**src/rtl/uart_pkt_pkg.sv**
```systemverilog
// Shared constants for the UART receive packet controller: FSM encoding, default sync byte, error indices.
package uart_pkt_pkg;

    localparam logic [2:0] ST_HUNT    = 3'd0;
    localparam logic [2:0] ST_LEN     = 3'd1;
    localparam logic [2:0] ST_PAYLOAD = 3'd2;
    localparam logic [2:0] ST_CHK     = 3'd3;
    localparam logic [2:0] ST_HOLD    = 3'd4;

    localparam logic [7:0] SYNC_BYTE_DEF = 8'hA5;

    localparam int ERR_CHK = 0;
    localparam int ERR_LEN = 1;
    localparam int ERR_TMO = 2;
    localparam int ERR_OVR = 3;
    localparam int ERR_W   = 4;

endpackage

```
**src/rtl/pkt_buf_ram.sv**
```systemverilog
// Payload buffer: DEPTH x 8, synchronous write, asynchronous (combinational) read.
module pkt_buf_ram #(
    parameter int DEPTH = 16,
    parameter int AW    = 4
) (
    input  logic          clk,
    input  logic          wr_en,
    input  logic [AW-1:0] wr_addr,
    input  logic [7:0]    wr_data,
    input  logic [AW-1:0] rd_addr,
    output logic [7:0]    rd_data
);

    logic [7:0] mem [DEPTH];

    always_ff @(posedge clk) begin
        if (wr_en) begin
            mem[wr_addr] <= wr_data;
        end
    end

    assign rd_data = mem[rd_addr];

endmodule

```
**src/rtl/uart_rx_pkt_ctrl.sv**
```systemverilog
// Frames UART bytes into SYNC/LEN/PAYLOAD/CHK packets, buffers the payload and holds it until acked.
// Optional saturating good/error counters when UART_PKT_STATS_EN is defined.
module uart_rx_pkt_ctrl
    import uart_pkt_pkg::*;
#(
    parameter logic [7:0] SYNC_BYTE   = SYNC_BYTE_DEF,
    parameter int         MAX_LEN     = 16,
    parameter int         TIMEOUT_CYC = 50000,
    localparam int        AW          = (MAX_LEN > 1) ? $clog2(MAX_LEN) : 1
) (
    input  logic          clk,
    input  logic          reset,
    input  logic          enable,
    input  logic [7:0]    rx_data,
    input  logic          rx_done,
    output logic          pkt_ready,
    output logic [7:0]    pkt_len,
    input  logic [AW-1:0] rd_addr,
    output logic [7:0]    rd_data,
    input  logic          pkt_ack,
    output logic          err_chk,
    output logic          err_len,
    output logic          err_timeout,
    output logic          err_overrun
`ifdef UART_PKT_STATS_EN
    ,
    output logic [15:0]   stat_good,
    output logic [15:0]   stat_err
`endif
);

    localparam int         CW        = $clog2(TIMEOUT_CYC + 1);
    localparam logic [7:0] MAX_LEN_B = 8'(MAX_LEN);

    logic [2:0]       state_q, state_d;
    logic [7:0]       len_q, len_d;
    logic [7:0]       sum_q, sum_d;
    logic [7:0]       idx_q, idx_d;
    logic [ERR_W-1:0] err_q, err_d;
    logic [CW-1:0]    cnt_q;
    logic             rx_done_q;
    logic             byte_stb;
    logic             active;
    logic             tmo;
    logic             wr_en;
    logic [7:0]       chk_sum;

    // Rising-edge detect: rx_done may stay high for several cycles per byte.
    assign byte_stb = rx_done & ~rx_done_q;
    assign active   = (state_q == ST_LEN) || (state_q == ST_PAYLOAD) || (state_q == ST_CHK);
    assign tmo      = active && !byte_stb && (cnt_q == CW'(TIMEOUT_CYC));
    assign chk_sum  = sum_q + rx_data;

    always_comb begin
        state_d = state_q;
        len_d   = len_q;
        sum_d   = sum_q;
        idx_d   = idx_q;
        err_d   = '0;
        wr_en   = 1'b0;
        case (state_q)
            ST_HUNT: begin
                if (enable && byte_stb && rx_data == SYNC_BYTE) begin
                    state_d = ST_LEN;
                end
            end
            ST_LEN: begin
                if (!enable) begin
                    state_d = ST_HUNT;
                end else if (byte_stb) begin
                    len_d = rx_data;
                    sum_d = rx_data;
                    idx_d = 8'd0;
                    if (rx_data > MAX_LEN_B) begin
                        err_d[ERR_LEN] = 1'b1;
                        state_d        = ST_HUNT;
                    end else if (rx_data == 8'd0) begin
                        state_d = ST_CHK;
                    end else begin
                        state_d = ST_PAYLOAD;
                    end
                end else if (tmo) begin
                    err_d[ERR_TMO] = 1'b1;
                    state_d        = ST_HUNT;
                end
            end
            ST_PAYLOAD: begin
                if (!enable) begin
                    state_d = ST_HUNT;
                end else if (byte_stb) begin
                    wr_en = 1'b1;
                    sum_d = sum_q + rx_data;
                    if (idx_q == len_q - 8'd1) begin
                        state_d = ST_CHK;
                    end else begin
                        idx_d = idx_q + 8'd1;
                    end
                end else if (tmo) begin
                    err_d[ERR_TMO] = 1'b1;
                    state_d        = ST_HUNT;
                end
            end
            ST_CHK: begin
                if (!enable) begin
                    state_d = ST_HUNT;
                end else if (byte_stb) begin
                    if (chk_sum == 8'h00) begin
                        state_d = ST_HOLD;
                    end else begin
                        err_d[ERR_CHK] = 1'b1;
                        state_d        = ST_HUNT;
                    end
                end else if (tmo) begin
                    err_d[ERR_TMO] = 1'b1;
                    state_d        = ST_HUNT;
                end
            end
            ST_HOLD: begin
                // Buffer is owned by the host here; incoming bytes are lost.
                if (byte_stb) begin
                    err_d[ERR_OVR] = 1'b1;
                end
                if (pkt_ack) begin
                    state_d = ST_HUNT;
                end
            end
            default: begin
                state_d = ST_HUNT;
            end
        endcase
    end

    always_ff @(posedge clk) begin
        if (reset) begin
            state_q   <= ST_HUNT;
            len_q     <= 8'd0;
            sum_q     <= 8'd0;
            idx_q     <= 8'd0;
            err_q     <= '0;
            rx_done_q <= 1'b0;
            cnt_q     <= '0;
        end else begin
            state_q   <= state_d;
            len_q     <= len_d;
            sum_q     <= sum_d;
            idx_q     <= idx_d;
            err_q     <= err_d;
            rx_done_q <= rx_done;
            if (byte_stb || !active) begin
                cnt_q <= '0;
            end else if (cnt_q != CW'(TIMEOUT_CYC)) begin
                cnt_q <= cnt_q + CW'(1);
            end
        end
    end

    assign pkt_ready   = (state_q == ST_HOLD);
    assign pkt_len     = (state_q == ST_HOLD) ? len_q : 8'd0;
    assign err_chk     = err_q[ERR_CHK];
    assign err_len     = err_q[ERR_LEN];
    assign err_timeout = err_q[ERR_TMO];
    assign err_overrun = err_q[ERR_OVR];

    pkt_buf_ram #(
        .DEPTH (MAX_LEN),
        .AW    (AW)
    ) u_buf (
        .clk     (clk),
        .wr_en   (wr_en),
        .wr_addr (idx_q[AW-1:0]),
        .wr_data (rx_data),
        .rd_addr (rd_addr),
        .rd_data (rd_data)
    );

`ifdef UART_PKT_STATS_EN
    always_ff @(posedge clk) begin
        if (reset) begin
            stat_good <= 16'd0;
            stat_err  <= 16'd0;
        end else begin
            if (state_q == ST_CHK && state_d == ST_HOLD && stat_good != 16'hFFFF) begin
                stat_good <= stat_good + 16'd1;
            end
            if ((|err_q) && stat_err != 16'hFFFF) begin
                stat_err <= stat_err + 16'd1;
            end
        end
    end
`endif

endmodule

```
**config.mk**
```make
export PLATFORM = sky130hd
export DESIGN_NAME = uart_rx_pkt_ctrl
export DESIGN_NICKNAME = d
export VERILOG_FILES = /design/src/rtl/uart_pkt_pkg.sv /design/src/rtl/pkt_buf_ram.sv /design/src/rtl/uart_rx_pkt_ctrl.sv
export SDC_FILE = /design/constraint.sdc
export NUM_CORES = 1
export LEC_CHECK = 0
export BUFFER_PORTS_ARGS = -buffer_cell sky130_fd_sc_hd__buf_2
export CAP_MARGIN = 20
export CORE_MARGIN = 2
export CORE_UTILIZATION = 35
export CTS_CLUSTER_SIZE = 24
export DETAILED_ROUTE_END_ITERATION = 8
export PLACE_DENSITY = 0.49
export RECOVER_POWER = 100
export SYNTH_ARGS = -nofsm -noshare
export SYNTH_HDL_FRONTEND = slang
export SYNTH_SLANG_ARGS = --single-unit
```
**constraint.sdc**
```tcl
create_clock -name clk -period 5.95 [get_ports clk]
set_input_delay 1.4875 -clock clk [delete_from_list [all_inputs] [get_ports clk]]
set_output_delay 1.4875 -clock clk [all_outputs]
set_load 0.02 [all_outputs]
```
Word-level counts from Yosys, hierarchy flattened
Memory sizes are Yosys's and may differ from the RTL's.
Index checks and enable logic that the tools add are counted.

operators by class
  add/sub/neg operators = 4
  order comparisons = 1
  eq/ne operators = 16
  multiplexer cells = 39
  bitwise operators = 7
  reductions and logical operators = 22

operators by type and width
  operator                                                               count
  8-bit 2-to-1 mux                                                       10
  3-bit 2-to-1 mux                                                       11
  8-bit case mux with 2 select lines                                     2
  16-bit by 1-bit adder with 16-bit output (second input constant)       1
  16-bit == test (second input constant)                                 1
  8-bit zero test                                                        2
  16-bit inequality test (second input constant)                         1
  3-bit case mux with 5 select lines                                     1
  1-bit 2-to-1 mux                                                       12
  2-bit inequality test (second input constant)                          6
  8-bit by 1-bit adder with 8-bit output (second input constant)         1
  8-bit adder                                                            1
  8-bit == test                                                          1
  8-bit == test (second input constant)                                  1
  8-bit by 5-bit > comparator with 1-bit output (second input constant)  1
  4-bit OR reduction                                                     2
  8-bit by 1-bit subtractor with 8-bit output (second input constant)    1
  3-bit by 2-bit == test with 1-bit output (second input constant)       2
  1-bit NOT                                                              6
  3-bit AND reduction                                                    2
  6-bit AND reduction                                                    1
  2-bit OR reduction                                                     3
  5-bit AND reduction                                                    1
  1-bit logical AND                                                      4
  11 further kinds                                                       15

word-level totals
  flip-flop bits (word level) = 48
  bits in writable memories = 128
  input port bits = 17
  output and inout port bits = 21
  logic and storage cells = 100
  memories kept = 1

memory list
  name       words  width  rd ports  clocked after memory_dff  write ports  RTL line           RTL
  u_buf.mem  16     8      1         0                         1            pkt_buf_ram.sv:14  logic [7:0] mem [DEPTH];

Logic depth before layout (Yosys ltp)
Gate-level depths: netlist of run 1.

  word-level depth = 9
  gate-level depth with buffers = 9
  depth with buffers taken out = 9

Cells and area by module
Synthesis of run 1 repeated with hierarchy kept, for this count alone.

second synthesis, totals
  cells, all modules = 575
  area, all modules = 7997.7 sq um

modules (own cells, without submodules)
  module            instances  cells each  area an instance (sq um)  seq. area each (sq um)
  pkt_buf_ram       1          221         4987.3                    3843.7
  uart_rx_pkt_ctrl  1          354         3010.4                    960.9

Least setup slack after synthesis of run 1
Ideal clock, no wire load.

  kind = input to output
  from = input rd_addr[0]
  to = output rd_data[0]
  arrival time = 3.070 ns
  data required time = 4.463 ns
  slack = 1.392 ns
  stages on the path = 4
  path buffers = 2
  path through = clkbuf_1 -> buf_2 -> mux4_2 -> mux4_2

between the ends
  cells in the longest elaborated chain, start to end = 1

ends and longest elaborated chain
  what               RTL line                RTL
  from (decl)        uart_rx_pkt_ctrl.sv:18  input logic [AW-1:0] rd_addr,
  memory 16 x 8 bit  -
  to (decl)          uart_rx_pkt_ctrl.sv:19  output logic [7:0] rd_data,

No other way between the ends.

Final worst setup path of run 1
  from = input rd_addr[0]
  to = output rd_data[6]

The elaborated chain is that of the path after synthesis.

==> results of run 1 <==
## power by group through the flow
stage	clock network, mW	logic, mW	registers, mW
global placement	0	0.106	1.34
finish	1.11	0.106	1.31
detailed placement	0	0.109	1.34
floorplan	0	0.0670	1.34
global route	1.19	0.116	1.31
CTS	1.14	0.110	1.31
## metrics by stage
step                hold slack, ns  instance area (sq um)
CTS                          0.502                   8850
global route                 0.517                   8770
detailed placement           0.489                   8270
finish                       0.497                   8770
floorplan                    0.453                   7790
global placement             0.465                   8270
## worst register-to-register path, cell delays in order (launching register included)
cell and delay, ns:
dfxtp_1 0.30, nor2b_1 0.43, nand3_1 0.33, nor2_1 0.51
nand2_1 0.24, nor3_1 1.23
## sequential cells by signal, indices dropped and copies added (netlist names)
name,count
idx_q,8
err_q,4
len_q,8
rx_done_q,1
cnt_q,16
sum_q,8
u_buf.mem,128
state_q,3
## final timing paths
path | slack [ns] | to
max | 0.65 | rd_data[6]
min | 0.50 | cnt_q[15]
max reg2reg | 2.51 | u_buf.mem[0][5]
min reg2reg | 0.50 | cnt_q[15]
## cells by family after synthesis
kind of cell,synth area share
buffers and inverters,0.0212
adder cells (fa/ha/maj),0.0250
flip-flops,0.616
AND/OR/NAND/NOR,0.122
XOR/XNOR,0.0258
AO/OA/AOI/OAI,0.0692
multiplexers,0.121
## Yosys cell counts (all sizes together) (14+ instances only)
| cell type | n | share of area |
|---|---|---|
| mux4 | 40 | 0.12 |
| nor2 | 49 | 0.024 |
| o21ai | 15 | 0.0096 |
| nand3 | 21 | 0.013 |
| dfxtp | 48 | 0.12 |
| ha | 14 | 0.022 |
| a21oi | 30 | 0.020 |
| nand2 | 36 | 0.017 |
| inv | 15 | 0.0072 |
| nor3 | 19 | 0.013 |
| edfxtp | 128 | 0.49 |
| xor2 | 15 | 0.017 |
## routing by layer
layer / global-route usage / up-vias / part of all wire
met2: 0.241 / 108 / 0.48
met3: 0.0286 / 18 / 0.038
met1: 0.215 / 2322 / 0.47
li1: - / 2217 / -
met4: 0.0476 / 0 / 0.011
met5: 0 / - / 0
## final cells by class
class                      count  area (sq um)  share of cell area
clock buffer                  17           425              0.0485
multi-input combinational    344          2790               0.318
timing repair buffer          43           184              0.0210
tap                          280           350              0.0400
inverter                      15          56.3             0.00642
clock inverter                13           158              0.0180
sequential                   176          4800               0.548
==> results.yml, run 1 <==
setup_path:
  cpMaxStageDelayCell: "clkbuf_1"
  critical_path_required_ns: 4.46
  path_depth: 5
  crit_start: "rd_addr[0]"
  start_kind: "input pin"
  endpoint_kind: "output pin"
  timing.rr.start: "rx_done_q"
  path_class: "input pin to output pin"
  critPathArrivalTime_ns: 3.81
  crit_family: "buffers and inverters"
  crit_fanout: 15
  r2r_cells: 5
  slowest_delay_ns: 0.61
  crit_chain: "buf_2 > clkbuf_1 > mux4_2 > mux4_2 > buf_2"
  crit_buf_inv: 3
power_and_ir_drop:
  ir_worst_vdd_uv: 161
  p_clk_frac: 0.439
  p_sw_mw: 0.551
  seqPwrFrac: 0.519
  sw_frac_of_total: 0.218
  p_per_area_nw_per_um2: 288
  power.total_mw: 2.53
  intPower_mw: 1.98
  combPwrFrac: 0.042
  power_leakage_nw: 2.78
routing:
  drtIter0Drc: 363
  route.detailed.drc: 0
  wl_um: 17300
  routedWlPerCell_um: 19.5
  ant_nets: 0
  first_pass_iters: 5
  vias: 4665
  viasPerCell: 5.25
cts:
  cts_resized: 0
  clkLatencyLatePin_ns: 0.42
  clockBufferDepth: 2
  cts_tree: "built"
  cts_buffers: 17
  clk_pin_slew_ns: 0.07
  htreeDepth: 4
  cts_root_buf: "clkbuf_16"
  cts.sinks: 176
  ctsHoldBuffers: 0
  post-cts-setup-buffer-count: 0
cells_and_area:
  fin_util: 0.402
  nets: 629
  fillCellCount: 2034
  layout_common_cells: "edfxtp_1, nor2_1, dfxtp_1, mux4_2, nand2_1"
  final_common_cell: "edfxtp_1"
  layoutNonFillerInstCount: 888
  antennaDiodeCount: 0
  syn2layout_area_growth_pct: 12.5
  drive_gt1_frac: 0.156
timing:
  rsz0062_at_grt: "false"
  setup_viol: 0
  skew_ns: 0.0114
  fmax_ghz: 0.189
  hold_violations: 0
  final.period_utilization: 0.891
  timing.slew.headroom: -0.0530
  final_max_slew_viol_count: 18
  fin_crit_ns: 5.30
  finalWorstSetupSlack_ns: 0.650
  tns_ns: 0
  worstMarginPinSlew_ns: 1.57
synthesis:
  async_flop_share: 0
  ys_seq_area_frac: 0.616
  synth_area_per_cell_sq_um: 13.9
  ys.flop_type: "edfxtp_1"
  synth_nets: 591
  synth_edf_count: 128
  ys_ff_latch: 176
  synth_cell_type_count: 58
  synth_area_sq_um: 7790
  postSynthCellCount: 559
  yosys_warnings: 0
placed_design:
  routabilityCongestion: 0.791
  placed_cells: 857
  hpwl_um: 12000
  pre_cts_slack_ns: 0.948
  portBuffers: 37
global_route:
  grt_pass1_wl_um: 27600
  grtUsageTotal: 0.153
  grt_pass1_vias: 4715
  grt-ovfl-total: 0
  grt_antenna_before_repair: 0
  grt_max_degree: 33
die:
  dieWidth_um: 153
  num_io_pins: 38
  rows: 54
  dieArea_sq_um: 23500
  floorplan.initialDensity: 0.357
  core-area_sq_um: 21800
  die_h_um: 153
status:
  outcome: "finished with violations"
  violations: "capacitance limit, slew limit"
hold_path:
  min_from: "cnt_q[15]"
  hold_class: "flip-flop to flip-flop"
  min_delay_path_depth: 2
flow_run:
  drv_cap: 2
Note: power is estimated with default switching activity, not from simulation.
==> run 2, diff against run 1 <==
- PLACE_DENSITY: 0.49 -> not set
- PLACE_DENSITY_LB_ADDON: not set -> 0.08
==> run 2 against run 1 <==
  * Routed wire length up 7.4%
  * Maximum frequency is 9.0% higher
  * Clock skew shrank 0.0021 ns
  * Global-route usage is 1.4 points higher
  * Combinational power barely moved
  * The flow still finishes with violations (capacitance limit, slew limit)
  * Sequential power about the same
  * Largest cell class unchanged
  * Cell count shrank 0.23%
  * Non-clock buffer count is 4 lower
  * Total power down 0.79%
  * Sequential share of layout area is 0.16 points higher
  * Clock-buffer cell count rose by 1
  * Flip-flop and latch count is the same
==> results.yml, run 2 (synthesis gave the netlist of run 1 again) <==
timing:
  fmax_ghz: 0.206
  fin_crit_ns: 4.86
  final.period_utilization: 0.817
  timing.slew.headroom: -0.250
  timing.hold.ws_ns: 0.500
  final_max_slew_viol_count: 36
  worstMarginPinSlew_ns: 1.86
  tns_ns: 0
  setup_viol: 0
  finalWorstSetupSlack_ns: 1.09
  hold_violations: 0
  rsz0062_at_grt: "false"
  skew_ns: 0.00929
die:
  num_io_pins: 38
  dieWidth_um: 153
  core-area_sq_um: 21800
  die_h_um: 153
  dieArea_sq_um: 23500
  rows: 54
  floorplan.initialDensity: 0.357
cells_and_area:
  design_area_sq_um: 8740
  largest_reg_flops: 128
  nets: 625
  layout_common_cells: "edfxtp_1, nor2_1, dfxtp_1, mux4_2, nand2_1"
  layoutNonFillerInstCount: 886
  reg_top3: "u_buf.mem x128, cnt_q x16"
  regMostFlops: "u_buf.mem"
  fin_util: 0.401
  drive_gt1_frac: 0.150
  final_common_cell: "edfxtp_1"
  syn2layout_area_growth_pct: 12.2
  antennaDiodeCount: 0
global_route:
  grt-ovfl-total: 0
  grt_pass1_vias: 4739
  grt_pass1_wl_um: 29300
  grt_antenna_before_repair: 0
  grtUsageTotal: 0.167
  grt_max_degree: 33
placed_design:
  placed_cell_area_sq_um: 8260
  routabilityCongestion: 0.756
  portBuffers: 37
  hpwl_um: 12700
  pre_cts_slack_ns: 1.05
  placed_cells: 854
cts:
  cts.sinks: 176
  clkLatencyLatePin_ns: 0.41
  cts_buffers: 17
  htreeDepth: 4
  ctsHoldBuffers: 0
  cts_root_buf: "clkbuf_16"
  post-cts-setup-buffer-count: 0
  clockBufferDepth: 2
  cts_resized: 0
  clk_pin_slew_ns: 0.06
  cts_tree: "built"
setup_path:
  start_kind: "input pin"
  endpoint: "rd_data[4]"
  r2r_setup_slack_ns: 2.23
  endpoint_kind: "output pin"
  critPathArrivalTime_ns: 3.37
  r2r-end: "u_buf.mem[2][1]"
  r2r_cells: 5
  path_class: "input pin to output pin"
  timing.rr.start: "rx_done_q"
  crit_start: "rd_addr[0]"
  crit_fanout: 32
  critical_path_required_ns: 4.46
power_and_ir_drop:
  p_per_area_nw_per_um2: 287
  ir_worst_vdd_uv: 176
  power_leakage_nw: 2.76
  power.total_mw: 2.51
routing:
  viasPerCell: 5.29
  first_pass_iters: 5
  ant_nets: 0
  drtIter0Drc: 281
  routedWlPerCell_um: 21.0
  wl_um: 18600
  route.detailed.drc: 0
  vias: 4683
flow_run:
  drv_cap: 4
hold_path:
  hold_class: "flip-flop to flip-flop"
status:
  violations: "capacitance limit, slew limit"
  outcome: "finished with violations"
run 2: cell count changes in the layout (fill, tap and decap cells not counted):
| cell | delta |
|---|---|
| clkbuf_1 | +1 |
| inv_8 | +2 |
| buf_2 | -4 |
| clkinv_1 | +1 |
| inv_6 | +1 |
| bufinv_16 | -1 |
| clkinv_2 | -1 |
| clkinv_4 | -1 |
run 2: critical path: stages:
cell and delay, ns:
buf_2 0.08, buf_4 0.49, mux4_2 0.58, mux4_2 0.52, clkbuf_1 0.20
run 2: how the worst min path moves through the flow:
stage	startpoint	to	slack (ns)	cells after the start
floorplan	cnt_q[15]	cnt_q[15]	0.45	2
global placement	cnt_q[15]	cnt_q[15]	0.47	2
detailed placement	cnt_q[15]	cnt_q[15]	0.49	2
CTS	cnt_q[15]	cnt_q[15]	0.50	2
global route	cnt_q[15]	cnt_q[15]	0.54	2
finish	sum_q[0]	sum_q[0]	0.50	2
run 2: area by class of cell:
type	count	area, sq um
Inverter	15	56.3
Multi-Input combinational cell	344	2790
Clock buffer	18	429
Tap cell	280	350
Fill cell	2075	13100
Timing Repair Buffer	39	164
Clock inverter	14	149
Sequential cell	176	4800
run 2: power by group:
group	switching, mW	internal, mW
sequential	0.000136	1.31
clock	0.498	0.594
combinational	0.0648	0.0400
run 2: metal layers:
layer	track usage	routed length (um)	up-vias
li1	-	-	2215
met1	0.231	8300	2355
met4	0.0516	191	0
met3	0.0284	755	14
met5	0	0	-
met2	0.269	9330	99
